**config.mk**
```make
export PLATFORM = sky130hd
export DESIGN_NAME = elbeth_pc_unit
export DESIGN_NICKNAME = d
export VERILOG_FILES = /design/src/rtl/elbeth_pkg.sv /design/src/rtl/elbeth_ras.sv /design/src/rtl/elbeth_pc_unit.sv
export SDC_FILE = /design/constraint.sdc
export NUM_CORES = 1
export LEC_CHECK = 0
export BUFFER_PORTS_ARGS = -buffer_cell sky130_fd_sc_hd__buf_2
export CORE_MARGIN = 2
export CORE_UTILIZATION = 57
export CTS_CLUSTER_SIZE = 24
export DETAILED_ROUTE_END_ITERATION = 10
export HOLD_SLACK_MARGIN = 0.1
export PLACE_DENSITY_LB_ADDON = 0.1
export SLEW_MARGIN = 5
export SYNTH_ARGS = -nofsm -noshare
export SYNTH_HDL_FRONTEND = slang
export SYNTH_SLANG_ARGS = --single-unit
```
**constraint.sdc**
```tcl
create_clock -name clk -period 4.05 [get_ports clk]
set_input_delay 0.81 -clock clk [delete_from_list [all_inputs] [get_ports clk]]
set_output_delay 0.81 -clock clk [all_outputs]
set_load 0.01 [all_outputs]
```
**src/rtl/elbeth_pkg.sv**
```systemverilog
// rtl/elbeth_pkg.sv - shared constants and next-PC select encoding for the ELBETH fetch PC unit
//
// Contents:
//   XLEN, RESET_VECTOR, EXC_VECTOR, PC_INC, RAS_DEPTH - default configuration
//   pc_sel_e - which source the next PC is taken from
package elbeth_pkg;

    localparam int          XLEN         = 32;
    localparam logic [31:0] RESET_VECTOR = 32'h0000_0200;
    localparam logic [31:0] EXC_VECTOR   = 32'h0000_0100;
    localparam int          PC_INC       = 4;
    localparam int          RAS_DEPTH    = 4;

    typedef enum logic [2:0] {
        SEL_RST,
        SEL_EXC,
        SEL_FLUSH,
        SEL_HOLD,
        SEL_PEND,
        SEL_RAS,
        SEL_SEQ
    } pc_sel_e;

endpackage

```
**src/rtl/elbeth_ras.sv**
```systemverilog
// rtl/elbeth_ras.sv - circular return-address stack with saturating occupancy count
//
// Ports:
//   clk, rst   - clock, synchronous active-high reset
//   clear      - drop all entries (exception)
//   push       - write push_addr as the new top entry
//   push_addr  - return address to store
//   pop        - remove the top entry (ignored when empty)
//   top        - current top entry
//   empty      - no entries held (registered)
module elbeth_ras #(
    parameter int XLEN  = 32,
    parameter int DEPTH = 4
) (
    input  logic            clk,
    input  logic            rst,
    input  logic            clear,
    input  logic            push,
    input  logic [XLEN-1:0] push_addr,
    input  logic            pop,
    output logic [XLEN-1:0] top,
    output logic            empty
);

    localparam int PW = (DEPTH > 1) ? $clog2(DEPTH) : 1;
    localparam int CW = $clog2(DEPTH + 1);

    logic [XLEN-1:0] mem [DEPTH];
    logic [PW-1:0]   top_ptr;
    logic [CW-1:0]   count;
    logic            pop_ok;
    logic [PW-1:0]   wr_idx;

    assign pop_ok = pop && (count != '0);
    // Push+pop rewrites the current top in place; a plain push advances first.
    // DEPTH is a power of two, so the pointer wraps naturally and a push when
    // full lands on the oldest entry.
    assign wr_idx = pop_ok ? top_ptr : top_ptr + 1'b1;
    assign top    = mem[top_ptr];

    always_ff @(posedge clk) begin
        if (rst || clear) begin
            top_ptr <= '0;
            count   <= '0;
            empty   <= 1'b1;
        end else if (push && pop_ok) begin
            top_ptr <= top_ptr;
            count   <= count;
        end else if (push) begin
            top_ptr <= top_ptr + 1'b1;
            if (count != CW'(DEPTH)) begin
                count <= count + 1'b1;
            end
            empty <= 1'b0;
        end else if (pop_ok) begin
            top_ptr <= top_ptr - 1'b1;
            count   <= count - 1'b1;
            empty   <= (count == CW'(1));
        end
    end

    always_ff @(posedge clk) begin
        if (!rst && !clear && push) begin
            mem[wr_idx] <= push_addr;
        end
    end

endmodule

```
**src/rtl/elbeth_pc_unit.sv**
```systemverilog
// rtl/elbeth_pc_unit.sv - fetch-stage program counter with exception vector, stall-safe redirect and RAS
//
// Ports:
//   clk, rst          - clock, synchronous active-high reset
//   ctrl_stall        - hold the PC
//   ctrl_flush        - redirect to flush_target
//   flush_target      - redirect address
//   exc_take          - jump to EXC_VECTOR, drops pending redirect and RAS contents
//   ras_push          - push ras_push_addr onto the RAS
//   ras_push_addr     - return address for a detected call
//   ras_pop           - predicted return, take PC from RAS top
//   pc                - current fetch PC
//   pc_valid          - pc is on the correct path
//   redirect_pending  - a flush arrived during a stall and is waiting
//   ras_empty         - RAS holds no entries
module elbeth_pc_unit #(
    parameter int              XLEN         = elbeth_pkg::XLEN,
    parameter logic [XLEN-1:0] RESET_VECTOR = XLEN'(elbeth_pkg::RESET_VECTOR),
    parameter logic [XLEN-1:0] EXC_VECTOR   = XLEN'(elbeth_pkg::EXC_VECTOR),
    parameter int              PC_INC       = elbeth_pkg::PC_INC,
    parameter int              RAS_DEPTH    = elbeth_pkg::RAS_DEPTH
) (
    input  logic            clk,
    input  logic            rst,
    input  logic            ctrl_stall,
    input  logic            ctrl_flush,
    input  logic [XLEN-1:0] flush_target,
    input  logic            exc_take,
    input  logic            ras_push,
    input  logic [XLEN-1:0] ras_push_addr,
    input  logic            ras_pop,
    output logic [XLEN-1:0] pc,
    output logic            pc_valid,
    output logic            redirect_pending,
    output logic            ras_empty
);

    import elbeth_pkg::*;

    pc_sel_e         sel;
    logic [XLEN-1:0] pc_next;
    logic [XLEN-1:0] pend_target;
    logic [XLEN-1:0] pend_target_next;
    logic            pend_next;
    logic            started;
    logic [XLEN-1:0] ras_top;
    logic            ras_push_eff;
    logic            ras_pop_eff;
    logic            ras_clear;

    // Next-PC source selection, highest priority first.
    always_comb begin
        sel = SEL_SEQ;
        if (rst) begin
            sel = SEL_RST;
        end else if (exc_take) begin
            sel = SEL_EXC;
        end else if (ctrl_flush && !ctrl_stall) begin
            sel = SEL_FLUSH;
        end else if (ctrl_stall) begin
            sel = SEL_HOLD;
        end else if (redirect_pending) begin
            sel = SEL_PEND;
        end else if (!started) begin
            // First cycle out of reset re-presents RESET_VECTOR as a valid fetch.
            sel = SEL_HOLD;
        end else if (ras_pop && !ras_empty) begin
            sel = SEL_RAS;
        end
    end

    always_comb begin
        pc_next          = pc;
        pend_next        = redirect_pending;
        pend_target_next = pend_target;
        unique case (sel)
            SEL_RST: begin
                pc_next          = RESET_VECTOR;
                pend_next        = 1'b0;
                pend_target_next = '0;
            end
            SEL_EXC: begin
                pc_next   = EXC_VECTOR;
                pend_next = 1'b0;
            end
            SEL_FLUSH: begin
                pc_next   = flush_target;
                pend_next = 1'b0;
            end
            SEL_HOLD: begin
                // A flush under stall is remembered; the newest one wins.
                if (ctrl_flush) begin
                    pend_next        = 1'b1;
                    pend_target_next = flush_target;
                end
            end
            SEL_PEND: begin
                pc_next   = pend_target;
                pend_next = 1'b0;
            end
            SEL_RAS: begin
                pc_next = ras_top;
            end
            SEL_SEQ: begin
                pc_next = pc + XLEN'(PC_INC);
            end
            default: begin
                pc_next = pc;
            end
        endcase
    end

    assign ras_push_eff = ras_push && !rst && !exc_take && !ctrl_stall;
    assign ras_pop_eff  = (sel == SEL_RAS);
    assign ras_clear    = exc_take;

    always_ff @(posedge clk) begin
        if (rst) begin
            pc               <= RESET_VECTOR;
            pc_valid         <= 1'b0;
            redirect_pending <= 1'b0;
            pend_target      <= '0;
            started          <= 1'b0;
        end else begin
            pc               <= pc_next;
            pc_valid         <= !pend_next;
            redirect_pending <= pend_next;
            pend_target      <= pend_target_next;
            started          <= 1'b1;
        end
    end

    elbeth_ras #(
        .XLEN  (XLEN),
        .DEPTH (RAS_DEPTH)
    ) u_ras (
        .clk       (clk),
        .rst       (rst),
        .clear     (ras_clear),
        .push      (ras_push_eff),
        .push_addr (ras_push_addr),
        .pop       (ras_pop_eff),
        .top       (ras_top),
        .empty     (ras_empty)
    );

endmodule

```
==> results.md <==
- Outcome: finished clean
- Top-area cell type share of the netlist area: between 40% and 50%
- Area leader, netlist: edfxtp_1
- Nets: 799
- Synthesized area per cell: roughly 13 um^2
- Post-CTS Setup Bufs: 0
- Worst-margin pin slew: slightly below 1 ns
- Global-route wire length before repair: about 31 mm
- CP max FO: 32
- Die Ht: between 100 and 150 um
- Ratio of cells with drive above 1 in the final layout: about 27%
- Hold slack final: between 0.4 and 0.5 ns
- Synth Register Bits: a little over 200
- TritonRoute pass-1 iters: 7
- Tot Pwr: approximately 4300 uW
- Dpl cell area: 9050 um^2
- H-tree levels: 1
- Dpl hpwl: around 13 mm
- Area of the multi-input gates: ~2800 um^2
- Drt wl/cell: about 22 um
- Number of CTS-inserted buffers: 21
- Slew Limit Fails: 0
- Top FF cell, synth: edfxtp_1
- Fmax: approximately 380 MHz
- Hold Vio Cnt, Final: 0
- Startpoint types: input port
- R2R Setup Slk: around 1.6 ns
- Die W: 125 um
- Post-Synthesis Cells: 615
- Sequential share of the synthesized area: ~64%
- Cells along the critical path: buf_2 -> nor4b_2 -> nand4b_1 -> and2_1 -> or2_1 -> nor3_4 -> buf_4
- Core box area: roughly 14000 um^2
- Diodes inserted: 0
- Reg2reg start: u_ras.count[0]$_SDFFE_PP0P_
- YS warnings: 0
- Worst vdd ir: between 0.3 and 0.4 mV
- Clock Skew: roughly 0.0096 ns
- GRT Util Overall: 25.7%
- Area added between synthesis and finish: 16.9%
- Routed Wire Length: 19.9 mm
- Number of flops mapped to enable cells by yosys: around 130
- Cts repair resizes: 0
- DR vias/cell: about 6.2
- PD cells: approximately 450 nW/um^2
- End point of the critical path: u_ras.mem[1][0]$_DFFE_PP_
- Global route overflow: 0
- Unrepaired setup endpoints after global routing: no
- Synthesized area: between 8000 and 9000 um^2
- CP max-delay cell: buf_4
- Relative max-transition margin: a little over a third
- Fin area: 9700 um^2
- Clk Latency, worst-skew pair: between 0.4 and 0.5 ns
- Slowest stage delay, CP: between 0.4 and 0.5 ns
- Post-route setup TNS: 0 ns
- # port buffers: 105
- Final core occ: 67.5%
- GPL Wtd Cong: roughly 0.85
- # setup viols final: 0
- Root buf cell: clkbuf_16
- I/O Pins: 106
- Worst Setup End Kind: flop
- Row cnt: 44
- Lkg Pwr: between 0.003 and 0.004 uW
- Total clock sinks: a little over 200
- CTS clk-pin slew, worst paths: ~0.06 ns
- Die Area: 15500 um^2
- Synth async-reset ratio: 0%
- Initial detailed-routing violation count: between 700 and 800
- Yosys cell types: 53
- Area contributors post-synth: edfxtp_1 (46%), dfxtp_1 (18%), mux4_2 (8.7%)
- Drc violations: 0
- Hold buffer count at cts: 0
- CTS tree: built
- Starting Density: around 58%
- Final Cycle Share: 64.9%
- Vias in the first global route: 5630
- Reg area: between 5000 and 6000 um^2
- Antenna-violating nets left: 0
- Longest Clk Path Bufs: 3
- Worst reg2reg path endpoint: u_ras.mem[1][0]$_DFFE_PP_
- Worst Path Required: between 4 and 5 ns
- Initial antenna violation count: 0
- Syn_nets: just under 700
- Critical path class: input port to flop
- DR vias: ~5700
- Max_cap viols: 0
- Fin crit period: roughly 2.6 ns
- Worst R2R Path Depth: 8
- Fillers: between 1000 and 1500
- Arrival @ worst endpoint: between 2 and 3 ns
- Worst hold path class: flop to flop
- Largest net degree at the start of global routing: 33
- Setup crit start: ctrl_stall
-- flip-flops by register name (all words and copies together) (netlist names), named ones only --
name           flops
u_ras.empty        1
started            1
u_ras.mem        128
pc                32
pend_target       32
u_ras.count        3
pc_valid           1
u_ras.top_ptr      2
-- where the power goes --
part | leakage [uW] | internal [uW] | switching, uW
combinational | 0.00151 | 89.7 | 130
sequential | 0.00176 | 2240 | 51.6
clock | 0.000321 | 1070 | 746
-- how the worst min path moves through the flow --
stage / startpoint / to / slack, ns / cells past startpoint
3_3_place_gp: pend_target[7]$_SDFFE_PP0P_ / pend_target[7]$_SDFFE_PP0P_ / 0.42 / 2
2_1_floorplan: pend_target[0]$_SDFFE_PP0P_ / pend_target[0]$_SDFFE_PP0P_ / 0.41 / 2
4_1_cts: pend_target[28]$_SDFFE_PP0P_ / pend_target[28]$_SDFFE_PP0P_ / 0.44 / 2
3_5_place_dp: pend_target[28]$_SDFFE_PP0P_ / pend_target[28]$_SDFFE_PP0P_ / 0.43 / 2
6_report: pend_target[28]$_SDFFE_PP0P_ / pend_target[28]$_SDFFE_PP0P_ / 0.44 / 2
5_1_grt: pend_target[21]$_SDFFE_PP0P_ / pend_target[21]$_SDFFE_PP0P_ / 0.46 / 2
-- cells in the mapped netlist (all sizes together) (2+ instances only) --
library cell	instances
a21o	2
a21oi	8
a221o	3
a222oi	30
a22oi	2
a31oi	4
and2	3
and3	5
buf	15
clkbuf	26
dfxtp	75
edfxtp	128
ha	7
inv	9
mux2i	2
mux4	32
nand2	98
nand2b	3
nand3	50
nand4	12
nand4b	2
nor2	19
nor3	7
o211a	3
o211ai	15
o21ai	16
o311ai	7
or4	3
xnor2	5
xor2	12
-- cell usage in the layout, fill, tap and decap left out, drive strengths merged, types with 4 or more instances in the layout --
cell type and count:
inv 10, o211ai 15, nor2 19, o311ai 7, a21oi 8, buf 124
a31oi 4, nor3 7, clkinv 7, and3 5, nand3 50, ha 7
xnor2 5, o21ai 16, edfxtp 128, mux4 32, xor2 12, nand2 98
dfxtp 75, clkbuf 29, nand4 12, a222oi 30
-- layout make-up --
cell class | instances | area share, %
Clock buffer | 29 | 6.03
Clock inverter | 9 | 0.696
Inverter | 9 | 0.374
Tap cell | 184 | 2.37
Multi-Input combinational cell | 362 | 28.5
Timing Repair Buffer | 124 | 6.88
Sequential cell | 203 | 55.1
-- layer usage --
metal	wire length (um)	track usage [%]
met4	480	8.39
met5	0	0
met2	9800	42.8
met1	7950	34.6
met3	1690	4.68
-- cells by family (layout without fill, tap and decap cells) --
logic type               Yosys count  after routing  share of synthesized area, %
XOR/XNOR                          17             17                          1.79
adder cells (fa/ha/maj)            7              7                          1.06
flip-flops                       203            203                          64.4
multiplexers                      34             34                          8.93
AND/OR/NAND/NOR                  209            209                          12.1
buffers and inverters             50            171                          2.62
AO/OA/AOI/OAI                     95             95                          9.08
-- stage by stage --
step / setup slack, ns / instances
6_report: 1.42 / 920
5_1_grt: 1.24 / 920
2_1_floorplan: 0.369 / 615
3_3_place_gp: 1.01 / 882
4_1_cts: 1.45 / 920
3_5_place_dp: 0.949 / 882
-- worst max-delay path: cells and delay by family --
| kind | cells | cell delay (ns) |
|---|---|---|
| and+or+nand+nor | 5 | 1.31 |
| buffers and inverters | 2 | 0.61 |
(Power assumes the default switching activity.)
